$ cat src/rtl/key_pkg.sv
// Shared definitions for the key conditioner: FSM state encodings and default timing constants.
// Latency: n/a (declarations only).
// Backpressure: n/a.
package key_pkg;

  // Default debounce and long-press hold counts for a 50 MHz sys_clk.
  localparam int CNT_MAX_DFLT     = 999_999;     // 20 ms
  localparam int LONG_MAX_DFLT    = 49_999_999;  // 1 s
  localparam int SYNC_STAGES_DFLT = 2;

  // One-hot debounce FSM encoding.
  typedef enum logic [3:0] {
    IDLE      = 4'b0001,
    PRESS_FLT = 4'b0010,
    DOWN      = 4'b0100,
    REL_FLT   = 4'b1000
  } key_fsm_e;

endpackage

$ cat src/rtl/key_filter_if.sv
// Key conditioner bundle: raw key and busy in, debounced level and press pulses out.
// Latency: n/a (wiring only).
// Backpressure: busy from the downstream controller defers key_flag.
// Ports (master = key_filter side): key_in, busy -> filter; key_flag, key_state -> downstream.
// key_long is present only when KEY_LONG_EN is defined.
interface key_filter_if;
  logic key_in;     // raw button, active-low, asynchronous
  logic busy;       // downstream controller cannot accept key_flag
  logic key_flag;   // one-cycle confirmed-press pulse
  logic key_state;  // debounced level, 1 = released
`ifdef KEY_LONG_EN
  logic key_long;   // one-cycle long-press pulse

  modport master (input key_in, busy, output key_flag, key_state, key_long);
  modport slave  (output key_in, busy, input key_flag, key_state, key_long);
`else
  modport master (input key_in, busy, output key_flag, key_state);
  modport slave  (output key_in, busy, input key_flag, key_state);
`endif
endinterface

$ cat src/rtl/key_sync.sv
// Multi-flop synchroniser for the raw asynchronous key input; resets to 1 (released).
// Latency: STAGES cycles from i_d to o_q.
// Backpressure: none.
// Ports: i_clk, i_rst_n (async active-low), i_d (async in), o_q (synchronised out).
module key_sync #(
  parameter int STAGES = 2
) (
  input  logic i_clk,
  input  logic i_rst_n,
  input  logic i_d,
  output logic o_q
);

  logic [STAGES-1:0] r_sync;

  always_ff @(posedge i_clk or negedge i_rst_n) begin
    if (!i_rst_n) begin
      r_sync <= '1;
    end else begin
      r_sync <= {r_sync[STAGES-2:0], i_d};
    end
  end

  assign o_q = r_sync[STAGES-1];

endmodule

$ cat src/rtl/key_filter.sv
// Push-button conditioner: synchronise, debounce press/release, one key_flag per confirmed press.
// Latency: key_state falls SYNC_STAGES+CNT_MAX+1 cycles after key_in settles low; key_flag one cycle later.
// Backpressure: busy holds a single pending press; extra presses while pending are dropped.
// Ports: sys_clk, sys_rst_n (async active-low), kif (key_filter_if.master: key_in, busy,
// key_flag, key_state, and key_long when KEY_LONG_EN is defined).
module key_filter
  import key_pkg::*;
#(
  parameter int CNT_MAX     = CNT_MAX_DFLT,
  parameter int SYNC_STAGES = SYNC_STAGES_DFLT
`ifdef KEY_LONG_EN
  ,
  parameter int LONG_MAX    = LONG_MAX_DFLT
`endif
) (
  input  logic                sys_clk,
  input  logic                sys_rst_n,
  key_filter_if.master        kif
);

  localparam int CW = $clog2(CNT_MAX + 1);
  localparam logic [CW-1:0] CNT_LAST = CW'(CNT_MAX);

  logic          w_key_s;
  logic [CW-1:0] w_cnt_inc;
  logic          w_issue;

  key_fsm_e      r_state;
  logic [CW-1:0] r_cnt;
  logic          r_key_state;
  logic          r_pending;
  logic          r_key_flag;

  key_sync #(.STAGES(SYNC_STAGES)) u_sync (
    .i_clk   (sys_clk),
    .i_rst_n (sys_rst_n),
    .i_d     (kif.key_in),
    .o_q     (w_key_s)
  );

  assign w_cnt_inc = r_cnt + CW'(1);
  // ~r_key_flag makes a back-to-back pulse impossible even if a new confirm lands on the issue edge.
  assign w_issue   = r_pending & ~kif.busy & ~r_key_flag;

  always_ff @(posedge sys_clk or negedge sys_rst_n) begin
    if (!sys_rst_n) begin
      r_state     <= IDLE;
      r_cnt       <= '0;
      r_key_state <= 1'b1;
      r_pending   <= 1'b0;
      r_key_flag  <= 1'b0;
    end else begin
      r_key_flag <= w_issue;
      if (w_issue) r_pending <= 1'b0;

      case (r_state)
        IDLE: begin
          r_cnt <= '0;
          if (!w_key_s) r_state <= PRESS_FLT;
        end
        PRESS_FLT: begin
          if (w_key_s) begin
            r_state <= IDLE;
            r_cnt   <= '0;
          end else if (w_cnt_inc == CNT_LAST) begin
            // Confirm on the edge the count reaches CNT_MAX. Setting pending here
            // overrides the clear above, so a confirm on an issue edge is kept.
            r_state     <= DOWN;
            r_cnt       <= '0;
            r_key_state <= 1'b0;
            r_pending   <= 1'b1;
          end else begin
            r_cnt <= w_cnt_inc;
          end
        end
        DOWN: begin
          r_cnt <= '0;
          if (w_key_s) r_state <= REL_FLT;
        end
        REL_FLT: begin
          if (!w_key_s) begin
            r_state <= DOWN;
            r_cnt   <= '0;
          end else if (w_cnt_inc == CNT_LAST) begin
            r_state     <= IDLE;
            r_cnt       <= '0;
            r_key_state <= 1'b1;
          end else begin
            r_cnt <= w_cnt_inc;
          end
        end
        default: begin
          r_state <= IDLE;
          r_cnt   <= '0;
        end
      endcase
    end
  end

  assign kif.key_flag  = r_key_flag;
  assign kif.key_state = r_key_state;

`ifdef KEY_LONG_EN
  localparam int LW = $clog2(LONG_MAX + 1);
  localparam logic [LW-1:0] LONG_LAST = LW'(LONG_MAX);

  logic [LW-1:0] r_lcnt;
  logic          r_long_done;
  logic          r_key_long;

  // Counts only while DOWN (paused across release bounces) and re-arms in IDLE,
  // so key_long fires at most once per press.
  always_ff @(posedge sys_clk or negedge sys_rst_n) begin
    if (!sys_rst_n) begin
      r_lcnt      <= '0;
      r_long_done <= 1'b0;
      r_key_long  <= 1'b0;
    end else begin
      r_key_long <= 1'b0;
      if (r_state == IDLE) begin
        r_lcnt      <= '0;
        r_long_done <= 1'b0;
      end else if (r_state == DOWN) begin
        if (r_lcnt != LONG_LAST) begin
          r_lcnt <= r_lcnt + LW'(1);
        end else if (!r_long_done) begin
          r_key_long  <= 1'b1;
          r_long_done <= 1'b1;
        end
      end
    end
  end

  assign kif.key_long = r_key_long;
`endif

endmodule
$ cat src/flat_wrapper.sv
// flat-port wrapper written by rule: the top's interface ports become plain ports
module key_filter_flat import key_pkg::*;
#(
  parameter int CNT_MAX     = CNT_MAX_DFLT,
  parameter int SYNC_STAGES = SYNC_STAGES_DFLT

)
  (sys_clk, sys_rst_n, kif_key_in, kif_busy, kif_key_flag, kif_key_state);
  key_filter_if kif_i ();
  input  logic sys_clk;
  input  logic sys_rst_n;
  input wire logic [$bits(kif_i.key_in)-1:0] kif_key_in;
  input wire logic [$bits(kif_i.busy)-1:0] kif_busy;
  output wire logic [$bits(kif_i.key_flag)-1:0] kif_key_flag;
  output wire logic [$bits(kif_i.key_state)-1:0] kif_key_state;
  assign kif_i.key_in = kif_key_in;
  assign kif_i.busy = kif_busy;
  assign kif_key_flag = kif_i.key_flag;
  assign kif_key_state = kif_i.key_state;
  key_filter #(.CNT_MAX(CNT_MAX), .SYNC_STAGES(SYNC_STAGES)) u_core (.sys_clk(sys_clk), .sys_rst_n(sys_rst_n), .kif(kif_i));
endmodule
$ cat config.mk
export PLATFORM = sky130hd
export DESIGN_NAME = key_filter_flat
export DESIGN_NICKNAME = d
export VERILOG_FILES = /design/src/rtl/key_pkg.sv /design/src/rtl/key_filter_if.sv /design/src/rtl/key_sync.sv /design/src/rtl/key_filter.sv /design/src/flat_wrapper.sv
export SDC_FILE = /design/constraint.sdc
export NUM_CORES = 1
export LEC_CHECK = 0
export ABC_AREA = 1
export ABC_CLOCK_PERIOD_IN_PS = 2400
export CAP_MARGIN = 20
export CORE_AREA = 2 2 71 73
export CTS_BUF_LIST = sky130_fd_sc_hd__clkbuf_2
export DETAILED_ROUTE_END_ITERATION = 8
export DIE_AREA = 0 0 73 75
export SLEW_MARGIN = 20
export SYNTH_ARGS = -nofsm -noshare
export SYNTH_HDL_FRONTEND = slang
export SYNTH_HIERARCHICAL = 1
export SYNTH_SLANG_ARGS = --single-unit
$ cat constraint.sdc
create_clock -name sys_clk -period 2.4 [get_ports sys_clk]
set_clock_uncertainty 0.2 [all_clocks]
set_input_delay 0.48 -clock sys_clk [delete_from_list [all_inputs] [get_ports sys_clk]]
set_output_delay 0.48 -clock sys_clk [all_outputs]
set_load 0.02 [all_outputs]
# After elaboration in Yosys (flattened, before gate mapping)
# Cells that the tools add are included.
[word_totals]
ff_bits = 29
inputBits = 4
out_inout_bits = 2
word_cells = 47
[classes]
n_addsub = 1
n_eq_ne = 13
n_mux = 20
n_bitwise = 4
reduce_logical = 3
[op_table]
columns = ["cell", "n"]
rows = [
  ["$mux W20", 3],
  ["$pmux W20 S2", 1],
  ["$mux W4", 6],
  ["$add A20 B1 Y20 const B", 1],
  ["$eq A20 B20 Y1 const B", 1],
  ["$pmux W4 S4", 1],
  ["$mux W1", 8],
  ["$ne A2 B2 Y1 const B", 4],
  ["$ne A3 B2 Y1 const B", 2],
  ["$reduce_and A5 Y1", 1],
  ["$eq A4 B1 Y1 const B", 1],
  ["$eq A4 B2 Y1 const B", 1],
  ["$eq A4 B3 Y1 const B", 1],
  ["$eq A4 B4 Y1 const B", 1],
  ["$ne A2 B1 Y1 const B", 2],
  ["$reduce_and A4 Y1", 1],
  ["$and A1 B1 Y1", 2],
  ["$not A1 Y1", 2],
  ["$pmux W1 S2", 1],
  ["$reduce_bool A2 Y1", 1],
]

# Longest topological paths before layout
# Gate-level depths: netlist of the first run.
[logic_depth]
word_depth = 7
mapped_depth = 14
ltp_nobuf = 14

# Cells and area by module
# The synthesis of the first run kept the hierarchy.
[modules_own_cells]
columns = ["module", "n_inst", "cells_each", "area_per_inst_um2", "seq_area_each_um2"]
rows = [
  ["key_filter", 1, 265, 1790.5, 678.2],
  ["key_sync", 1, 2, 52.6, 52.6],
]

# Worst setup path after synthesis of the first run
# No wires, ideal clock.
[synth_timing]
path_type = "register to register"
start = "reg u_core.r_cnt[0]"
end = "reg u_core.r_cnt[5]"
setup_ps = 130
t_arrival_ps = 1746
required_ps = 2070
path_slack_ps = 324
stages_incl_launch_ff = 14
path_buffers = 1
synth_period_minus_slack_ps = 2076
cell_sequence = "dfrtp_1 -> ha_1 -> nand2_1 -> nor2_2 -> nand2_2 -> nor2_4 -> nand3_1 -> nand2_1 -> nand2_1 -> nor2_2 -> nand3_2 -> nand2_4 -> buf_12 -> a21oi_2"
[synth_between]
elab_chain_len = 5
word_cells_on_any_way = 6
classes_between = "add/sub (1); eq/ne (1); mux (4)"
[synth_rtl]
columns = ["item", "line_no", "source"]
rows = [
  ["start, declared", "key_filter.sv:29", "logic [CW-1:0] r_cnt;"],
  ["start signal, assigned", "key_filter.sv:73", "r_cnt <= w_cnt_inc;"],
  ["start signal, assigned", "key_filter.sv:89", "r_cnt <= w_cnt_inc;"],
  ["$add A20 B1 Y20 *", "key_filter.sv:41", "assign w_cnt_inc = r_cnt + CW'(1);"],
  ["$eq A20 B20 Y1", "key_filter.sv:65, key_filter.sv:84", ""],
  ["$mux W20 *", "key_filter.sv:65, key_filter.sv:84", ""],
  ["$mux W20, on equally long branches", "key_filter.sv:81, key_filter.sv:62", ""],
  ["$pmux W20 S2 *", "key_filter.sv:56", "case (r_state)"],
]
# Every way passes the cells marked *; elsewhere a longest branch is shown, timed or not.
# A chain may end at the register's enable or synchronous reset.

# Worst setup path in the final report of the first run
[layout_timing]
start = "reg u_core.r_cnt[1]"
end = "reg u_core.r_state[0]"
[layout_between]
elab_chain_len = 4
word_cells_on_any_way = 5
classes_between = "add/sub (1); eq/ne (3); reduce/logical (1)"
[layout_rtl]
columns = ["item", "line_no", "source"]
rows = [
  ["$add A20 B1 Y20 *", "key_filter.sv:41", ""],
  ["$eq A20 B20 Y1 *", "key_filter.sv:65, key_filter.sv:84", ""],
  ["$ne A3 B2 Y1 (no line)", "n/a", ""],
  ["$reduce_and A4 Y1 (no line) *", "n/a", ""],
  ["end signal, assigned", "key_filter.sv:47", "r_state <= IDLE;"],
  ["end signal, assigned", "key_filter.sv:68", "r_state <= DOWN;"],
  ["end signal, assigned", "key_filter.sv:85", "r_state <= IDLE;"],
  ["end, declared", "key_filter.sv:28", "key_fsm_e r_state;"],
]
# Marked as above.

==> results.md, run 1 <==
* Die height at 75 um
* Power density over the cells at 449 nW/um2
* DR iter-0 viols at 186
* Crit end category: register
* Routed wire per std cell at 12.1 um
* Clock Tree Buf Depth at 2
* Ports at 6
* Yosys reg bits at 29
* Final hold viol count at 0
* Largest net degree at the start of global routing at 30
* Via density at 4.91
* Final setup vio count at 0
* Power consumption at 1010 uW
* Period Utilization, post-route at 92.4%
* Number of port buffers at 5
* Crit. Startpoint: u_core/r_cnt[1]
* Final nets at 301
* Count of cell types in the netlist at 23
* ANT nets after route at 0
* Slew HR at 72.9%
* Syn Nets at 273
* Syn Std Cell Area at 1840 um2
* Critical path startpoint category: register
* Top_reg_cell synth: dfrtp_1
* H-Tree Depth at 2
* Core area at 4660 um2
* Status: finished clean
* Net Switching at 324 uW
* Number of core rows at 25
* Crit Path Category: reg -> reg
* Max FO, Critical Path at 5
* Die X at 73 um
* DP HPWL at 3.12 mm
* Mapped Cells at 267
* Antenna violations before repair at 0
* Proportion of layout cells with a drive suffix above 1 at 22.6%
* CP required at 2.51 ns
* Synth warnings at 6
* Sink Count at 29
* Min Tclk post-route at 2.22 ns
* Area grow syn2layout at 21.7%
* Num CTS Buffers at 5
* Int Pwr at 683 uW
* Cell Area, Placed at 2080 um2
* Vias in the first global route at 1652
* Final Util at 48.1%
* Worst r2r src: u_core/r_cnt[1]
* Post-synth ARST share at 100%
* Dpl cells at 339
* Slew @ Worst Pin at 0.403 ns
* Non-Filler Instances at 350
* Reg power frac at 53.9%
* # fillers at 458
* Switching share of power at 32.2%
* CTS tree: built
* VDD IR-drop max at 0.317 mV
* Final Worst Setup Slack at 0.183 ns
* Arrival @ worst endpoint at 2.33 ns
* First-pass GRT wire length at 7.41 mm
* Max-Cap Viols at 0
* Pre-CTS worst setup slack at 0.0952 ns
* Total GRT Usage at 17.5%
* Fin. max-slew vios at 0
* # diodes at 0
* DRC violations left at 0
* Syn avg cell area at 6.90 um2
* DRT Wirelength at 4.24 mm
* Clock power frac at 25.0%
* Clk slew on worst S/H paths at 0.15 ns
* HP Start: u_core/u_sync/r_sync[0]
* EDFF count, synth at 0
* Routability cong. at 1.01
* GRT overflow at 0
* Die Area at 5480 um2
* DRT Pass-1 Iters at 4
* Starting Density at 39.5%
* Hold Path Class: reg -> reg
* FMAX at 0.451 GHz
* Hold buffers post-CTS at 0
* Root Driver: clkbuf_2
* Via count at 1720
* Cell area after layout at 2240 um2
* Clk_lat worst skew at 0.36 ns
* Reported leakage power at 0.000947 uW
* Comb pwr share at 21.1%
* Seq/Total Area, Yosys at 39.6%
Yosys cell counts, types with 2 or more instances:
master / instances / area (um2)
nand2_1: 83 / 312
nor2_1: 42 / 158
inv_1: 35 / 131
nand3_1: 26 / 130
dfrtp_1: 25 / 626
a21oi_2: 9 / 78.8
nand4_1: 8 / 50.1
o21ai_0: 6 / 30.0
nor2_2: 5 / 31.3
nor3_1: 5 / 25.0
dfstp_2: 4 / 105
o21ai_1: 3 / 15.0
a21oi_1: 2 / 10.0
ha_1: 2 / 25.0
nand2_2: 2 / 12.5
nand3_2: 2 / 20.0
nor2_4: 2 / 22.5
power by group through the flow:
stage	clock network [uW]	logic, uW	registers [uW]
global route	294	248	546
global placement	0	214	548
finish	251	213	542
floorplan	0	144	546
CTS	266	216	540
detailed placement	0	214	549
flip-flops by register name (all words and copies together) (netlist names):
signal	flops
u_core/kif.key_flag	1
u_core/u_sync/r_sync	2
u_core/r_pending	1
u_core/kif.key_state	1
u_core/r_state	4
u_core/r_cnt	20
worst paths after layout:
| path | to | slack, ns | cells after the start |
|---|---|---|---|
| worst max-delay path | u_core/r_state[0] | 0.18 | 14 |
| worst min-delay path | u_core/u_sync/r_sync[1] | 0.17 | 0 |
| worst min register to register | u_core/u_sync/r_sync[1] | 0.17 | 0 |
| max in group asynchronous | u_core/u_sync/r_sync[0] | 1.39 | 2 |
| min in group asynchronous | u_core/r_cnt[14] | 0.28 | 2 |
| worst max register to register | u_core/r_state[0] | 0.18 | 14 |
metrics by stage:
stage          hold slack (ns)  TNS [ns]
3_3_place_gp             0.149         0
4_1_cts                  0.173         0
3_5_place_dp             0.151         0
5_1_grt                  0.176   -0.0424
6_report                 0.169         0
2_1_floorplan          -0.0156         0
worst max-delay path: stages (launching register included):
cell     delay [ns]
dfrtp_1        0.43
buf_4          0.14
nand2_1        0.08
nor2_4         0.23
nand2_4        0.11
nor2_4         0.12
nand3_2        0.10
nand2_2        0.10
nand2_1        0.07
nor2_2         0.11
nand3_2        0.12
nand2_4        0.13
buf_12         0.11
nand3_1        0.05
nand2_1        0.08
cells in the final DEF (no fill, tap or decap), drive strengths merged:
cell type | Yosys | final
nand4 | 8 | 8
dfstp | 4 | 4
a21oi | 11 | 11
clkbuf | 0 | 5
nor3b | 1 | 1
o21bai | 1 | 1
buf | 2 | 18
dfrtp | 25 | 25
ha | 2 | 2
clkinv | 0 | 2
clkinvlp | 0 | 1
nor2 | 49 | 49
nor3 | 5 | 5
o21ai | 9 | 9
nand3 | 28 | 28
clkdlybuf4s50 | 0 | 5
nand2 | 86 | 86
inv | 36 | 36
layer usage:
layer / GRT usage [%] / vias to the layer above / wire length, um
met3: 4.15 / 6 / 180
met2: 28.2 / 35 / 2070
met1: 22.9 / 776 / 1930
met4: 6.58 / 0 / 56
met5: 0 / - / 0
li1: - / 903 / -
area by class of cell:
type | instances | area, um2 | area share, %
Tap cell | 54 | 67.6 | 3.01
Sequential cell | 29 | 733 | 32.7
Inverter | 36 | 135 | 6.03
Timing Repair Buffer | 23 | 223 | 9.93
Clock inverter | 3 | 17.5 | 0.781
Clock buffer | 5 | 25.0 | 1.12
Multi-Input combinational cell | 200 | 1040 | 46.4
logic make-up after synthesis:
kind of cell | count (synthesis) | share of synthesized area, %
simple gates | 177 | 42.3
buf+inv | 38 | 9.03
flops | 29 | 39.6
compound gates | 21 | 7.67
fa+ha+maj | 2 | 1.36
timing repair:
| action | 4_1_cts | 5_1_grt |
|---|---|---|
| gates resized for setup | 0 | 24 |
| buffers inserted | 0 | 3 |
| endpoints found under the setup margin | 0 | 26 |
(Power assumes the default switching activity.)
==> run 2: changes to the inputs <==
- CORE_AREA: 2 2 71 73 -> 2 2 91 58
- DIE_AREA: 0 0 73 75 -> 0 0 93 60
- GPL_ROUTABILITY_DRIVEN: default -> 0
- GPL_TIMING_DRIVEN: default -> 0
==> results.md, run 2 (synthesized netlist as in run 1, its figures left out) <==
* Slew HR at 54.9% (-18 points)
* # diodes at 0 (unchanged)
* Max FO, Critical Path at 8 (+3)
* Via density at 4.79 (-2.5%)
* Area grow syn2layout at 23.4%
* Root Driver: clkbuf_2
* Max reg flops at 20 (unchanged)
* Period Utilization, post-route at 97.1% (+4.7 points)
* H-Tree Depth at 2 (unchanged)
* Vias in the first global route at 1388 (-16%)
* Hold path depth at 0 (unchanged)
* VDD IR-drop max at 0.238 mV (-25%)
* Ports at 6 (unchanged)
* Reg2reg setup slack at 0.07 ns (-0.11 ns)
* Power density over the cells at 452 nW/um2 (+0.69%)
* Via count at 1710 (-0.58%)
* Die height at 60 um (-20%)
* Crit Path Category: reg -> reg
* Status: finished clean
* Reg power frac at 52.9% (-1.0 points)
* Largest net degree at the start of global routing at 30 (unchanged)
* DRT Wirelength at 4.41 mm (+4.1%)
* Slew @ Worst Pin at 0.676 ns (+0.273 ns)
* Most frequent cells in the layout: nand2_1, inv_1, nor2_1
* CP required at 2.43 ns (-0.08 ns)
* Number of core rows at 20 (-20%)
* Switching share of power at 32.7% (+0.53 points)
* Clock power frac at 23.5% (-1.5 points)
* Commonest non-fill, non-tap cell in the layout: nand2_1
* Reported leakage power at 0.000945 uW (-0.22%)
* Total Neg Setup Slack at 0 ns (unchanged)
* HP Start: u_core/u_sync/r_sync[0]
* Hold Path Class: reg -> reg
* Endpoint, Worst Hold: u_core/u_sync/r_sync[1]
* Max-Cap Viols at 0 (unchanged)
* FMAX at 0.429 GHz (-4.8%)
* Pre-CTS worst setup slack at -0.0547 ns (-0.150 ns)
* Final hold slack at 0.169 ns (+0.0000510 ns)
* Net Switching at 336 uW (+3.8%)
* Proportion of layout cells with a drive suffix above 1 at 23.7% (+1.1 points)
* Sink Count at 29 (unchanged)
* Starting Density at 38.4% (-1.2 points)
* Clk slew on worst S/H paths at 0.16 ns (about the same)
* GRT overflow at 0 (unchanged)
* ANT nets after route at 0 (unchanged)
* Non-Filler Instances at 357 (+2.0%)
* Routed wire per std cell at 12.4 um (+2.1%)
* Dpl cells at 338 (-0.29%)
* DP HPWL at 3.12 mm (about the same)
* Antenna violations before repair at 0 (unchanged)
* Arrival @ worst endpoint at 2.36 ns (+0.03 ns)
* Register name with the most flops: u_core/r_cnt
* Final Worst Setup Slack at 0.0708 ns (-0.112 ns)
* CTS tree: built
* Critical path startpoint category: register
* End of the worst register-to-register path: u_core/r_cnt[5]
* First-pass GRT wire length at 6.87 mm (-7.4%)
* Clk_lat worst skew at 0.36 ns (about the same)
* Total GRT Usage at 16.4% (-1.0 points)
* Final nets at 296 (-1.7%)
* Clock Tree Buf Depth at 2 (unchanged)
* Number of port buffers at 5 (unchanged)
* Final setup vio count at 0 (unchanged)
* Cell area after layout at 2270 um2 (+1.5%)
* Core area at 4800 um2 (+3.1%)
* DRT Pass-1 Iters at 4 (unchanged)
* Cell Area, Placed at 1970 um2 (-5.2%)
* Min Tclk post-route at 2.33 ns (+0.112 ns)
* Worst r2r src: u_core/r_cnt[0]
* Comb pwr share at 23.6% (+2.5 points)
* Cells on worst reg2reg path at 13 (-1)
* Int Pwr at 692 uW (+1.4%)
* DR iter-0 viols at 102 (-45%)
* DRC violations left at 0 (unchanged)
* Die Area at 5580 um2 (+1.9%)
* Final hold viol count at 0 (unchanged)
* Fin. max-slew vios at 0 (unchanged)
* Top flop regs: u_core/r_cnt (20), u_core/r_state (4), u_core/u_sync/r_sync (2)
* Num CTS Buffers at 5 (unchanged)
* Die X at 93 um (+27%)
* Crit end category: register
==> run 2: cell type report <==
class	instances	area, um2
fill	505	2530
inverter	36	135
multi-input combinational	200	1090
sequential	29	731
timing repair buffer	16	165
tap	66	82.6
buffer	2	35.0
clock buffer	5	25.0
clock inverter	3	12.5
==> run 2: stage by stage <==
step | utilization, % | total power (uW)
after CTS | 42.4 | 991
after global placement | 41.1 | 739
final | 47.3 | 1030
after detailed placement | 41.0 | 744
after global routing | 47.3 | 1100
after floorplan | - | 690
==> run 2: repair_timing <==
item | 4_1_cts | 5_1_grt
buffers inserted | 1 | 7
gates resized for setup | 3 | 33
hold buffers | 1 | 0
cloned | 0 | 2
pin swaps | 0 | 13
endpoints found under the setup margin | 20 | 25
hold endpoints to repair | 25 | 0
==> run 2: metal layers <==
layer / part of all wire, % / track usage [%] / up-vias
met5: 0 / 0 / -
met4: 0.27 / 3.78 / 0
met3: 5.9 / 4.54 / 2
met2: 41 / 21.0 / 35
met1: 53 / 26.5 / 779
li1: - / - / 894
==> run 2: power by group through the flow <==
stage / combinational (uW) / sequential [uW] / clock [uW]
final: 243 / 544 / 242
after global routing: 273 / 547 / 277
after CTS: 195 / 542 / 253
after detailed placement: 194 / 550 / 0
after global placement: 189 / 550 / 0
after floorplan: 144 / 546 / 0
==> run 2: worst max path at each step <==
stage,start,end,slack (ns),cells past startpoint
4_1_cts,u_core/r_cnt[0],u_core/r_cnt[0],0.01,13
3_3_place_gp,u_core/r_cnt[0],u_core/r_cnt[0],-0.04,13
2_1_floorplan,u_core/r_cnt[0],u_core/r_cnt[5],0.32,13
6_report,u_core/r_cnt[0],u_core/r_cnt[5],0.07,13
5_1_grt,u_core/r_cnt[0],u_core/r_cnt[5],-0.05,13
3_5_place_dp,u_core/r_cnt[0],u_core/r_cnt[2],-0.05,13
==> run 2: worst max-delay path, cell delays in order, from the launching register on <==
cell     delay [ns]
dfrtp_1        0.46
ha_4           0.18
nand2_2        0.09
nor2_4         0.17
nand2_2        0.11
nor2_4         0.18
nand3_2        0.11
nand2_2        0.10
nand2_2        0.07
nor2_4         0.13
nand3_4        0.12
nand2_8        0.13
buf_12         0.14
a21oi_2        0.03
==> run 3: changes to the inputs <==
- CORE_AREA: 2 2 91 58 -> 2 2 83 53
- DIE_AREA: 0 0 93 60 -> 0 0 85 55
- DONT_BUFFER_PORTS: default -> 1
==> results.md, run 3 (synthesized netlist as in run 1, its figures left out) <==
* End of the worst register-to-register path: u_core/r_cnt[3]
* DP HPWL at 3.06 mm (-2.0%)
* Final hold viol count at 0 (unchanged)
* VDD IR-drop max at 0.460 mV (+94%)
* Core area at 3940 um2 (-18%)
* # diodes at 0 (unchanged)
* Worst setup path end: u_core/r_cnt[3]
* H-Tree Depth at 2 (unchanged)
* Die Area at 4680 um2 (-16%)
* Reg power frac at 52.8% (about the same)
* Crit. Startpoint: u_core/r_cnt[1]
* Die X at 85 um (-8.6%)
* Proportion of layout cells with a drive suffix above 1 at 25.0% (+1.3 points)
* Final nets at 297 (+0.34%)
* Starting Density at 46.8% (+8.4 points)
* Final hold slack at 0.123 ns (-0.0464 ns)
* FMAX at 0.430 GHz (+0.12%)
* DRT Pass-1 Iters at 4 (unchanged)
* Number of core rows at 18 (-10%)
* Cell Area, Placed at 1910 um2 (-3.3%)
* Max FO, Critical Path at 8 (unchanged)
* Crit end category: register
* Slew HR at 59.7% (+4.8 points)
* Reported leakage power at 0.000983 uW (+4.0%)
* Arrival @ worst endpoint at 2.41 ns (+0.05 ns)
* Power density over the cells at 445 nW/um2 (-1.5%)
* DRC violations left at 0 (unchanged)
* Clock power frac at 22.9% (-0.6 points)
* Commonest non-fill, non-tap cell in the layout: nand2_1
* Worst r2r src: u_core/r_cnt[1]
* CTS tree: built
* Pre-CTS worst setup slack at -0.0744 ns (-0.0198 ns)
* Seq. cell area at 732 um2 (+0.17%)
* CP top delay family: simple AND/OR/NAND/NOR gates
* Clk slew on worst S/H paths at 0.16 ns (about the same)
* Int Pwr at 695 uW (+0.48%)
* Area grow syn2layout at 24.8%
* Reg2reg setup slack at 0.07 ns (about the same)
* ANT nets after route at 0 (unchanged)
* # fillers at 377 (-25%)
* CP max stage delay at 0.43 ns (-0.03 ns)
* Slowest cell on crit path: dfrtp_1
* Period Utilization, post-route at 96.9% (-0.11 points)
* Status: finished clean
* Die height at 55 um (-8.3%)
* First-pass GRT wire length at 6.73 mm (-2.0%)
* Num CTS Buffers at 5 (unchanged)
* Worst path depth at 14 (+1)
* Cell area after layout at 2300 um2 (+1.2%)
* Via density at 5.08 (+6.2%)
* Total Neg Setup Slack at 0 ns (unchanged)
* Crit Path Category: reg -> reg
* Comb pwr share at 24.3% (+0.7 points)
* Clk_lat worst skew at 0.36 ns (about the same)
* DR iter-0 viols at 104 (+2.0%)
* Net Switching at 329 uW (-2.0%)
* Slew @ Worst Pin at 0.598 ns (-0.0778 ns)
* Antenna violations before repair at 0 (unchanged)
* CP Cell Sequence: buf_6 -> nand2_1 -> nor2_4 -> nand2_4 -> nor2_4 -> nand2_2 -> nand2_2 -> nand2_2 -> nand2_2 -> nor2_4 -> nand3_4 -> nand2_8 -> clkbuf_16 -> a21oi_2
* Cells on worst reg2reg path at 14 (+1)
* GRT overflow at 0 (unchanged)
* Vias in the first global route at 1457 (+5.0%)
* Fin. max-slew vios at 0 (unchanged)
* Ports at 6 (unchanged)
* Largest net degree at the start of global routing at 30 (unchanged)
* Clock Tree Buf Depth at 2 (unchanged)
* Sink Count at 29 (unchanged)
* Most used cell, CP: nand2_2
* Register name with the most flops: u_core/r_cnt
* Via count at 1739 (+1.7%)
* Total GRT Usage at 19.2% (+2.8 points)
* Final setup vio count at 0 (unchanged)
* Hold Path Class: in -> reg
* Final Worst Setup Slack at 0.0735 ns (+0.00269 ns)
* Number of port buffers at 0 (-5)
* CP required at 2.49 ns (+0.06 ns)
* DRT Wirelength at 4.47 mm (+1.3%)
* Max-Cap Viols at 0 (unchanged)
* Routed wire per std cell at 13.1 um (+5.8%)
* Switching share of power at 32.1% (-0.55 points)
* Multi-input logic area at 1110 um2 (+2.2%)
* Root Driver: clkbuf_2
* Most frequent cells in the layout: nand2_1, nor2_1, inv_1
* Top flop regs: u_core/r_cnt (20), u_core/r_state (4), u_core/u_sync/r_sync (2)
* Critical path startpoint category: register
* Min Tclk post-route at 2.33 ns (-0.00269 ns)
* Worst Path Buf+Inv at 2 (+1)
* Max reg flops at 20 (unchanged)
[run 3: worst register-to-register path, stage by stage (launching register included)]
cell	delay [ns]
dfrtp_1	0.43
buf_6	0.12
nand2_1	0.08
nor2_4	0.24
nand2_4	0.13
nor2_4	0.17
nand2_2	0.07
nand2_2	0.08
nand2_2	0.07
nand2_2	0.09
nor2_4	0.05
nand3_4	0.11
nand2_8	0.10
clkbuf_16	0.20
a21oi_2	0.12
[run 3: repair_timing]
action / in CTS / in global routing
resized for setup: 4 / 38
endpoints found under the setup margin: 21 / 24
pin swaps: 1 / 16
endpoints found under the hold margin: 31 / 0
hold buffers: 4 / 0
cloned: 0 / 2
buffers inserted: 4 / 7
[run 3: per-layer routing]
layer	vias to the layer above	global-route usage (%)	wire [um]
met1	784	27.3	2240
met4	0	5.82	38
li1	907	-	-
met5	-	0	0
met3	7	5.49	281
met2	41	28.5	1910
[run 3: worst min path at each step]
stage	depth (start not counted)	end	from	slack, ns
2_1_floorplan	0	u_core/kif.key_flag	sys_rst_n	-0.02
3_3_place_gp	0	u_core/r_cnt[0]	sys_rst_n	-0.01
3_5_place_dp	0	u_core/r_cnt[1]	sys_rst_n	-0.01
4_1_cts	2	u_core/r_pending	kif_busy	0.08
5_1_grt	2	u_core/r_pending	kif_busy	0.1
6_report	2	u_core/r_pending	kif_busy	0.12
[run 3: final cells by class]
class	count	share of cell area, %
inverter	36	5.87
timing repair buffer	17	8.10
tap	50	2.72
buffer	2	1.52
clock inverter	3	0.544
multi-input combinational	200	48.3
clock buffer	5	1.09
sequential	29	31.8
[run 3: power groups by stage]
stage | sequential, uW | clock (uW) | combinational, uW
2_1_floorplan | 546 | 0 | 144
3_3_place_gp | 550 | 0 | 175
4_1_cts | 539 | 245 | 203
3_5_place_dp | 550 | 0 | 177
6_report | 541 | 235 | 249
5_1_grt | 547 | 266 | 281
[run 3: through the flow]
| stage | instances | util (%) | power [uW] |
|---|---|---|---|
| final | 342 | 58.4 | 1020 |
| after global routing | 342 | 58.4 | 1090 |
| after floorplan | 267 | - | 690 |
| after detailed placement | 317 | 48.3 | 728 |
| after global placement | 317 | 48.3 | 725 |
| after CTS | 333 | 51.7 | 987 |
